--- src/rtl/cocotb_array_pkg.sv ---
// Shared types for the multi-dimension array packer and its benches.
// Holds the FSM state enum, element/array typedefs and the flat-index
// to (i, j, k) split so every user agrees on element ordering.
package cocotb_array_pkg;

    typedef enum logic {
        FILL = 1'b0,
        HOLD = 1'b1
    } packer_state_t;

    // Default geometry of the passthrough test design.
    localparam int unsigned TEST_ELEM_W = 1;
    localparam int unsigned TEST_DIM    = 3;

    // Element type at the default width; wider instances carry their own
    // logic [ELEM_W-1:0] since a package cannot be parameterised.
    typedef logic [TEST_ELEM_W-1:0] elem_t;
    typedef elem_t test_arr_t [TEST_DIM-1:0][TEST_DIM-1:0][TEST_DIM-1:0];
    typedef logic [TEST_ELEM_W*TEST_DIM*TEST_DIM*TEST_DIM-1:0] test_flat_t;

    typedef struct packed {
        logic [15:0] i;
        logic [15:0] j;
        logic [15:0] k;
    } idx_t;

    // Flat element number -> (i, j, k), k varying fastest.
    function automatic idx_t idx_split(input int unsigned n, input int unsigned dim);
        idx_t r;
        r.i = 16'(n / (dim * dim));
        r.j = 16'((n / dim) % dim);
        r.k = 16'(n % dim);
        return r;
    endfunction

endpackage

--- src/rtl/cocotb_array_idx_ctr.sv ---
// Element counter for the array packer.
// Tracks the number of accepted elements plus the matching (i, j, k)
// digits, so storage can be addressed without dividing by DIM.
// Ports: clk, rst (sync, active-high), clr (frame drained), inc (accept),
//        count (elements so far), i/j/k (address of the next element).
module cocotb_array_idx_ctr
    import cocotb_array_pkg::*;
#(
    parameter int unsigned DIM   = 3,
    parameter int unsigned CNT_W = 5,
    parameter int unsigned IDX_W = 2
) (
    input  logic             clk,
    input  logic             rst,
    input  logic             clr,
    input  logic             inc,
    output logic [CNT_W-1:0] count,
    output logic [IDX_W-1:0] i,
    output logic [IDX_W-1:0] j,
    output logic [IDX_W-1:0] k
);

    // Mixed-radix increment; i may step past DIM-1 only on the final
    // element, after which the packer stops writing until clr.
    always_ff @(posedge clk) begin
        if (rst || clr) begin
            count <= '0;
            i     <= '0;
            j     <= '0;
            k     <= '0;
        end else if (inc) begin
            count <= count + CNT_W'(1);
            if (k == IDX_W'(DIM - 1)) begin
                k <= '0;
                if (j == IDX_W'(DIM - 1)) begin
                    j <= '0;
                    i <= i + IDX_W'(1);
                end else begin
                    j <= j + IDX_W'(1);
                end
            end else begin
                k <= k + IDX_W'(1);
            end
        end
    end

endmodule

--- src/rtl/cocotb_array_packer.sv ---
// Collects a valid/ready stream of ELEM_W-bit elements into a
// DIM x DIM x DIM frame and presents it as a 3-level unpacked array and
// as a flat packed vector.
// Ports: clk, rst (sync, active-high); in_valid/in_ready/in_data/in_last
//        element stream; out_valid/out_ready frame handshake; out_arr,
//        out_flat frame views; out_count elements in frame; out_short
//        frame ended early by in_last.
module cocotb_array_packer
    import cocotb_array_pkg::*;
#(
    parameter int unsigned ELEM_W = 1,
    parameter int unsigned DIM    = 3
) (
    input  logic                       clk,
    input  logic                       rst,
    input  logic                       in_valid,
    output logic                       in_ready,
    input  logic [ELEM_W-1:0]          in_data,
    input  logic                       in_last,
    output logic                       out_valid,
    input  logic                       out_ready,
    output logic [ELEM_W-1:0]          out_arr [DIM-1:0][DIM-1:0][DIM-1:0],
    output logic [DIM*DIM*DIM*ELEM_W-1:0] out_flat,
    output logic [$clog2(DIM*DIM*DIM+1)-1:0] out_count,
    output logic                       out_short
);

    localparam int unsigned N     = DIM * DIM * DIM;
    localparam int unsigned CNT_W = $clog2(N + 1);
    localparam int unsigned IDX_W = (DIM > 1) ? $clog2(DIM) : 1;

    packer_state_t    state;
    logic             accept;
    logic             drain;
    logic             last_elem;
    logic [IDX_W-1:0] wi;
    logic [IDX_W-1:0] wj;
    logic [IDX_W-1:0] wk;

    // Ready depends on state and reset only, never on in_valid.
    assign in_ready  = (state == FILL) && !rst;
    assign accept    = in_valid && in_ready;
    assign drain     = (state == HOLD) && out_ready;
    assign last_elem = (out_count == CNT_W'(N - 1));

    cocotb_array_idx_ctr #(
        .DIM   (DIM),
        .CNT_W (CNT_W),
        .IDX_W (IDX_W)
    ) u_idx_ctr (
        .clk   (clk),
        .rst   (rst),
        .clr   (drain),
        .inc   (accept),
        .count (out_count),
        .i     (wi),
        .j     (wj),
        .k     (wk)
    );

    // FSM plus frame storage; storage is cleared whenever a frame leaves.
    always_ff @(posedge clk) begin
        if (rst) begin
            state     <= FILL;
            out_valid <= 1'b0;
            out_short <= 1'b0;
            for (int a = 0; a < int'(DIM); a++)
                for (int b = 0; b < int'(DIM); b++)
                    for (int c = 0; c < int'(DIM); c++)
                        out_arr[a][b][c] <= '0;
        end else begin
            case (state)
                FILL: begin
                    if (accept) begin
                        out_arr[wi][wj][wk] <= in_data;
                        if (last_elem || in_last) begin
                            state     <= HOLD;
                            out_valid <= 1'b1;
                            out_short <= !last_elem;
                        end
                    end
                end
                HOLD: begin
                    if (out_ready) begin
                        state     <= FILL;
                        out_valid <= 1'b0;
                        out_short <= 1'b0;
                        for (int a = 0; a < int'(DIM); a++)
                            for (int b = 0; b < int'(DIM); b++)
                                for (int c = 0; c < int'(DIM); c++)
                                    out_arr[a][b][c] <= '0;
                    end
                end
                default: state <= FILL;
            endcase
        end
    end

    // Packed view: element (i, j, k) sits at flat index (i*DIM + j)*DIM + k.
    for (genvar gi = 0; gi < int'(DIM); gi++) begin : g_i
        for (genvar gj = 0; gj < int'(DIM); gj++) begin : g_j
            for (genvar gk = 0; gk < int'(DIM); gk++) begin : g_k
                assign out_flat[((gi * DIM + gj) * DIM + gk) * ELEM_W +: ELEM_W] =
                    out_arr[gi][gj][gk];
            end
        end
    end

endmodule

--- config.mk ---
export PLATFORM = sky130hd
export DESIGN_NAME = cocotb_array_packer
export DESIGN_NICKNAME = d
export VERILOG_FILES = /design/src/rtl/cocotb_array_pkg.sv /design/src/rtl/cocotb_array_idx_ctr.sv /design/src/rtl/cocotb_array_packer.sv
export SDC_FILE = /design/constraint.sdc
export NUM_CORES = 1
export LEC_CHECK = 0
export BUFFER_PORTS_ARGS = -buffer_cell sky130_fd_sc_hd__buf_2
export CELL_PAD_IN_SITES_DETAIL_PLACEMENT = 0
export CELL_PAD_IN_SITES_GLOBAL_PLACEMENT = 1
export CORE_MARGIN = 2
export CORE_UTILIZATION = 41
export DETAILED_ROUTE_END_ITERATION = 8
export MAX_ROUTING_LAYER = met4
export PLACE_DENSITY = 0.91
export SYNTH_ARGS = -nofsm -noshare
export SYNTH_HDL_FRONTEND = slang
export SYNTH_HIERARCHICAL = 1
export SYNTH_SLANG_ARGS = --single-unit
--- constraint.sdc ---
create_clock -name clk -period 4.45 [get_ports clk]
set_input_delay 0.2225 -clock clk [delete_from_list [all_inputs] [get_ports clk]]
set_output_delay 0.2225 -clock clk [all_outputs]
set_load 0.01 [all_outputs]
[After elaboration in Yosys (flattened, before gate mapping)]
Cells that the tools add are included.
Widths: inputs -> output; s select.
Cells by class
  multiplexer cells: 23
  eq/ne operators: 6
  $add $sub $neg: 4
  magnitude comparators: 6
  reductions and logical operators: 14
  bitwise operators: 1
Operator list (count)
  $mux 27: 2
  $pmux 27 s2: 1
  $bwmux 27: 1
  $demux 9 s2: 1
  $lt 2x3->1 const B: 3
  $mux 1: 9
  $mux 9: 1
  $add 2x1->2 const B: 3
  $demux 3 s2: 1
  $ge 2x1->1 const B: 3
  $logic_and 1x1->1: 6
  $pmux 1 s2: 3
  $reduce_and 3->1: 2
  $add 5x1->5 const B: 1
  $eq 5x5->1 const B: 1
  $eq 2x2->1 const B: 2
  $mux 2: 2
  $ne 2x2->1 const B: 2
  $reduce_and 2->1: 2
  $mux 3: 1
  $demux 1 s2: 1
  $logic_not 1->1: 2
  $logic_or 1x1->1: 2
  $ne 2x1->1 const B: 1
  $not 1->1: 1
Word-level totals
  logic and storage cells: 88
  bits in registers: 41
  input port bits: 6
  output and inout bits: 62

[Longest topological paths before layout]
Gate-level depths: netlist of the first run.
  depth in word-level cells: 11
  gate-level depth with buffers: 7
  mapped depth without buffers: 5

[Modules after synthesis]
The synthesis of the first run kept the hierarchy.
Modules (own cells, without submodules)
  cocotb_array_packer: cells an instance 227, instances 1, sequential area each 600.6 µm², area an instance 1898.1 µm²
  cocotb_array_idx_ctr: cells an instance 50, instances 1, sequential area each 220.2 µm², area an instance 478.0 µm²

[Worst setup path before layout of the first run]
Ideal clock, no wire load.
  path type: reg2reg
  start point: register state
  end point: register u_idx_ctr.i[1]
  buffers on the path: 2
  period minus slack after synthesis: 1.691 ns
  data required time: 4.379 ns
  arrival: 1.620 ns
  stages on the path, launching flop included: 8
  path slack: 2.759 ns
  library setup time: 0.071 ns
  cells stage by stage: dfxtp_1 -> buf_2 -> nor2_1 -> and2_1 -> buf_6 -> nand3b_4 -> or4_1 -> a21oi_1
On the way
  longest elaborated chain between the ends: 4
  elaborated cells between the ends (all ways): 6
  those cells by class: 1 x bitwise; 5 x reduce/logical
Ends and longest elaborated chain
  start, declared: RTL line cocotb_array_packer.sv:32  | packer_state_t state;
  start signal, assigned: RTL line cocotb_array_packer.sv:64  | state <= FILL;
  start signal, assigned: RTL line cocotb_array_packer.sv:77  | state <= HOLD;
  start signal, assigned: RTL line cocotb_array_packer.sv:85  | state <= FILL;
  $not 1->1
  $logic_and 1x1->1: RTL line cocotb_array_packer.sv:41  | assign in_ready = (state == FILL) && !rst;
  $logic_and 1x1->1: RTL line cocotb_array_packer.sv:42  | assign accept = in_valid && in_ready;
  net accept: RTL line cocotb_array_packer.sv:33  | logic accept;
  $reduce_and 3->1 (no line)
  end signal, assigned: RTL line cocotb_array_idx_ctr.sv:37  | i <= i + IDX_W'(1);
  end, declared: RTL line cocotb_array_idx_ctr.sv:18  | output logic [IDX_W-1:0] i,
The timed path passes the listed nets, and every way through them passes these cells.
A chain may end at the register's enable or synchronous reset.

[Worst setup path in the final report of the first run]
Ends and elaborated chain as after synthesis.

==> results of run 1 <==
==> logic make-up after synthesis <==
family / after synthesis / synth area share
flops: 41 / 0.345
fa+ha+maj: 1 / 0.00527
simple gates: 137 / 0.355
mux: 3 / 0.0132
compound gates: 40 / 0.132
buf+inv: 51 / 0.134
xor+xnor: 4 / 0.0147
==> cell type report <==
class                      instances  area [um^2]
multi-input combinational        185         1240
tap                               72         90.1
clock inverter                     3         65.1
clock buffer                       5         68.8
sequential                        41          821
inverter                           2         7.51
fill                             555         2890
timing repair buffer              70          358
==> cell usage in the layout (no fill, tap or decap), types with 5 or more instances in the layout <==
master,count
clkbuf_8,5
nor2_1,10
buf_2,67
nand2_1,6
nand3_1,81
o211ai_1,24
dfxtp_1,41
==> where the power goes <==
group	switching, W	internal [W]	leakage, nW
clock network	0.000132	0.000223	0.0681
registers	0.0000104	0.000372	0.331
logic	0.0000401	0.0000219	0.809
==> Yosys cell counts, types with 3 or more instances <==
cell / instances / area [um^2]
xor2_1: 3 / 26.3
nand3_1: 81 / 405
nor2_1: 11 / 41.3
buf_4: 28 / 210
buf_1: 5 / 18.8
a21oi_1: 4 / 20.0
o211ai_2: 3 / 37.5
nand4bb_1: 4 / 45.0
nand2_1: 6 / 22.5
clkbuf_1: 3 / 11.3
dfxtp_1: 41 / 821
nor4b_2: 4 / 60.1
or4b_1: 4 / 40.0
o211ai_1: 24 / 180
buf_2: 12 / 60.1
nand2b_1: 3 / 18.8
==> per-layer routing <==
layer  share of wire  vias to the layer above  track usage
met2            0.45                      103        0.282
met1            0.45                     1008        0.292
met4           0.036                        0       0.0932
met5               0                        -            -
li1                -                     1059            -
met3           0.066                       17       0.0337
==> final timing paths <==
path,from,endpoint,slack [ns],depth (start not counted)
max,state$_SDFF_PP0_,u_idx_ctr/i[1]$_SDFFE_PP0P_,2.55,5
min,rst,out_short$_SDFFE_PP0P_,0.23,2
max reg2reg,state$_SDFF_PP0_,u_idx_ctr/i[1]$_SDFFE_PP0P_,2.55,5
min reg2reg,out_valid$_SDFFE_PP0P_,out_valid$_SDFFE_PP0P_,0.50,1
==> sequential cells by signal (all words and copies together) (netlist names) <==
name,flops
out_arr,27
u_idx_ctr/count,5
u_idx_ctr/i,2
u_idx_ctr/j,2
u_idx_ctr/k,2
out_short,1
out_valid,1
state,1
==> per-stage QoR <==
step | worst slack [ns] | hold slack (ns) | std cells
after floorplan | 2.76 | 0.295 | 277
after global placement | 2.66 | 0.488 | 370
after detailed placement | 2.62 | 0.470 | 370
after CTS | 2.57 | 0.219 | 378
after global routing | 2.39 | 0.237 | 378
final | 2.55 | 0.231 | 378
==> critical path, delay by kind of cell (launching register included) <==
kind / cells / cell delay (ns)
flip-flops: 1 / 0.40
AO/OA/AOI/OAI: 1 / 0.14
AND/OR/NAND/NOR: 4 / 1.28
==> flow_summary_export.csv, run 1 <==
group,metric,value,unit
logic_synthesis,syn_area,0.00238,mm^2
global_routing,grt_pass1_vias,1863,
die,core_area,0.00554,mm^2
timing,rsz0062_at_grt,"no",
cts,h-tree-depth,2,
timing,finalSetupViolCount,0,
critical_path,cp_max_fo,11,
logic_synthesis,synth_edf_count,0,
layout,antennaDiodeCount,0,
power_and_ir_drop,p_total,0.000799,W
layout,final_util,0.479,
route,viasPerCell,5.79,
global_routing,antenna_found_initial,0,
critical_path,cp.arrival,2.13,ns
place,gp_congestion,0.839,
logic_synthesis,synth_seq_area_share,0.345,
critical_path,slowest_stage,"or4_1",
cts,root_buffer,"clkbuf_8",
cts,clk_pin_slew,0.08,ns
die,die_h,80.1,um
logic_synthesis,synth-main-ff-cell,"dfxtp_1",
place,post_dp_cell_area,0.00252,mm^2
critical_path,path_cells,"nor2_2 -> and2_1 -> nand3b_4 -> or4_1 -> a21oi_1",
cts,cts.sinks,41,
route,num_vias,2187,
route,drt_iter0_drc,270,
place,hpwl,4120,um
timing,tightest_slew,1.09,ns
route,routed_wl,6190,um
layout,syn_to_final_growth,11.7,%
cts,numCtsBuffers,5,
timing,max_freq,527,MHz
status,outcome,"complete, no violations",
power_and_ir_drop,power.density,301,mW/mm^2
layout,drive_above_1_share,0.317,
global_routing,grt_overflow,0,
cts,cts_repair_resize_count,0,
place,io_buffers,67,
logic_synthesis,yosysWarnings,6,
timing,final_max_slew_viol_count,0,
min_path,min_path_type,"in2reg",
critical_path,cp-start-kind,"flop",
timing,fin_crit,1.90,ns
power_and_ir_drop,ir_drop,0.000222,V
logic_synthesis,ys_types,51,
timing,max_slew_margin,0.272,
critical_path,crit_type,"reg2reg",
die,dieArea,0.00642,mm^2
cts,postCtsSetupBuffers,0,
global_routing,grt_use_total,0.205,
flow_run,max_cap_violations,0,
cts,tritoncts,"yes",
cts,ctsHoldBuffers,0,
logic_synthesis,synthCells,277,
route,wire_per_inst,16.4,um
timing,hold_viol_final,0,
critical_path,slowest_delay,0.50,ns
global_routing,grt_max_degree,31,
logic_synthesis,syn_area_per_cell,8.58,um^2
route,dr.pass1.iters,5,
logic_synthesis,ys_seq_elements,41,
route,postRouteAntennaNets,0,
die,io_pins,68,
die,fp-row-count,27,
cts,cts_buffer_depth,2,
critical_path,required,4.68,ns
global_routing,grt_first_pass_wirelength,9800,um
die,die_x,80.1,um
logic_synthesis,syn-num-nets,284,
route,drc,0,
logic_synthesis,synthArstFlopShare,0,
power_and_ir_drop,leakagePower,1.21,nW
timing,timing.setup.tns,0,ns
timing,fin_skew,0.0108,ns
critical_path,cp-end-kind,"flop",
layout,fin_nets,312,
timing,fin_crit_sh,0.427,
cts,clock_latency,0.30,ns
layout,final_cell_area,0.00266,mm^2
die,start_util,0.429,
Power figures use the tool's default switching activity.
==> inputs of run 2 (changes only) <==
--- a/config.mk
+++ b/config.mk
@@ -9,10 +9,10 @@
 export CELL_PAD_IN_SITES_DETAIL_PLACEMENT = 0
 export CELL_PAD_IN_SITES_GLOBAL_PLACEMENT = 1
 export CORE_MARGIN = 2
-export CORE_UTILIZATION = 41
+export CORE_UTILIZATION = 38
 export DETAILED_ROUTE_END_ITERATION = 8
 export MAX_ROUTING_LAYER = met4
-export PLACE_DENSITY = 0.91
+export PLACE_DENSITY = 0.86
 export SYNTH_ARGS = -nofsm -noshare
 export SYNTH_HDL_FRONTEND = slang
 export SYNTH_HIERARCHICAL = 1
==> constraint.sdc (replaced) <==
create_clock -name clk -period 1.9 [get_ports clk]
set_input_delay 0.095 -clock clk [delete_from_list [all_inputs] [get_ports clk]]
set_output_delay 0.095 -clock clk [all_outputs]
set_load 0.01 [all_outputs]
==> run 2 against run 1 <==
Fmax is 16% higher. Critical path depth is 2 lower. Via count is 1.5% higher. Clock-buffer cell count is 1 higher. Clock power is 110% higher. Sequential power is 130% higher. Wire length is 1.6% higher. Highest routed layer unchanged. Hold slack worse by 0.13 ns. Worst setup slack worse by 2.3 ns. Register-to-register slack worse by 2.3 ns. Cell area is 1.3% higher.
==> flow_summary_export.csv, run 2 (synthesis results as in run 1) <==
group,metric,value,unit
power_and_ir_drop,p_seq_frac,0.493,
global_routing,grt_max_degree,31,
layout,biggestRegsByFlops,"out_arr (27), u_idx_ctr/count (5)",
route,viasPerCell,5.74,
critical_path,slowest_delay,0.67,ns
global_routing,grt_pass1_vias,2026,
cts,h-tree-depth,2,
timing,max_slew_margin,0.482,
route,dr.pass1.iters,4,
flow_run,max_cap_violations,0,
power_and_ir_drop,p_comb_frac,0.087,
cts,clk_pin_slew,0.08,ns
place,gp_congestion,0.802,
route,postRouteAntennaNets,0,
die,core_area,0.00599,mm^2
place,post_dp_cell_area,0.00257,mm^2
layout,final_cell_area,0.00269,mm^2
global_routing,grt_first_pass_wirelength,10300,um
cts,root_buffer,"clkbuf_8",
power_and_ir_drop,power.density,673,mW/mm^2
layout,fill_cells,587,
place,hpwl,4280,um
layout,drive_above_1_share,0.330,
global_routing,grt_use_total,0.188,
cts,cts_buffer_depth,2,
timing,finalSetupViolCount,0,
critical_path,path_delay_family,"flip-flops",
timing,fin_crit,1.64,ns
power_and_ir_drop,leakagePower,1.23,nW
layout,mostFrequentLayoutCells,"nand3_1, buf_2, dfxtp_1",
cts,cts_repair_resize_count,0,
power_and_ir_drop,switchingPower,0.000454,W
power_and_ir_drop,ir_drop,0.000373,V
route,drc,0,
critical_path,path_cells,"or4b_1 -> o211ai_1 -> nand3_1",
route,num_vias,2220,
min_path,min_path_type,"in2reg",
critical_path,cp-end-kind,"flop",
cts,postCtsSetupBuffers,0,
critical_path,crit_type,"reg2reg",
power_and_ir_drop,intPower,0.00136,W
timing,fin_crit_sh,0.864,
timing,hold_viol_final,0,
critical_path,slowest_stage,"dfxtp_1",
cts,ctsHoldBuffers,0,
layout,largest_register_ffs,27,
die,start_util,0.397,
layout,seq_area,821,um^2
cts,numCtsBuffers,5,
die,dieArea,0.00690,mm^2
timing,rsz0062_at_grt,"no",
timing,tightest_slew,0.770,ns
route,drt_iter0_drc,192,
global_routing,antenna_found_initial,0,
cts,clock_latency,0.30,ns
layout,fin_nets,318,
timing,final_max_slew_viol_count,0,
critical_path,worstPathBufferInverterCount,0,
timing,max_freq,609,MHz
layout,regMostFlops,"out_arr",
timing,timing.setup.tns,0,ns
cts,cts.sinks,41,
die,die_h,83.1,um
layout,syn_to_final_growth,13.2,%
place,io_buffers,67,
global_routing,grt_overflow,0,
die,die_x,83.1,um
critical_path,cp.arrival,1.83,ns
timing,fin_skew,0.00680,ns
cts,tritoncts,"yes",
critical_path,required,2.09,ns
layout,multi_input_area,0.00124,mm^2
status,outcome,"complete, no violations",
die,io_pins,68,
power_and_ir_drop,p_sw_frac,0.251,
critical_path,cp-start-kind,"flop",
die,fp-row-count,28,
power_and_ir_drop,clock_power_share,0.420,
critical_path,cp_max_fo,18,
route,routed_wl,6290,um
layout,antennaDiodeCount,0,
layout,mostFrequentLayoutCell,"nand3_1",
route,wire_per_inst,16.3,um
-- run 2: area by class of cell --
type | instances | share of cell area
Timing Repair Buffer | 76 | 0.150
Clock buffer | 6 | 0.0307
Multi-Input combinational cell | 185 | 0.463
Sequential cell | 41 | 0.305
Inverter | 2 | 0.00279
Tap cell | 75 | 0.0349
Clock inverter | 2 | 0.0140
-- run 2: stage by stage --
stage	util	total power, W	setup slack, ns	std cells	hold slack [ns]
3_5_place_dp	0.429	0.00107	0.287	379	0.410
2_1_floorplan	-	0.00102	0.209	277	0.168
5_1_grt	0.449	0.00187	0.103	387	0.110
4_1_cts	0.449	0.00182	0.272	387	0.0848
3_3_place_gp	0.429	0.00107	0.329	379	0.399
6_report	0.449	0.00181	0.258	387	0.0964
-- run 2: path summary, 6_finish.rpt --
kind / startpoint / endpoint / slack (ns) / depth (start not counted)
hold / removal: rst / out_short$_SDFFE_PP0P_ / 0.1 / 2
hold reg to reg: out_valid$_SDFFE_PP0P_ / out_valid$_SDFFE_PP0P_ / 0.48 / 1
setup / recovery: u_idx_ctr/j[0]$_SDFFE_PP0P_ / out_arr[12]$_SDFFE_PP0P_ / 0.26 / 3
setup reg to reg: u_idx_ctr/j[0]$_SDFFE_PP0P_ / out_arr[12]$_SDFFE_PP0P_ / 0.26 / 3
-- run 2: power groups by stage --
stage / Combinational [W] / Sequential, W / Clock [W]
final: 0.000157 / 0.000891 / 0.000761
after detailed placement: 0.000155 / 0.000911 / 0
after floorplan: 0.000109 / 0.000908 / 0
after global placement: 0.000155 / 0.000910 / 0
after CTS: 0.000156 / 0.000891 / 0.000775
after global routing: 0.000171 / 0.000896 / 0.000805
-- run 2: metal layers --
layer,vias up,GRT usage,share of wire
li1,1083,-,-
met1,1039,0.253,0.47
met2,84,0.280,0.45
met3,14,0.0288,0.058
met4,0,0.0805,0.023
met5,-,-,0
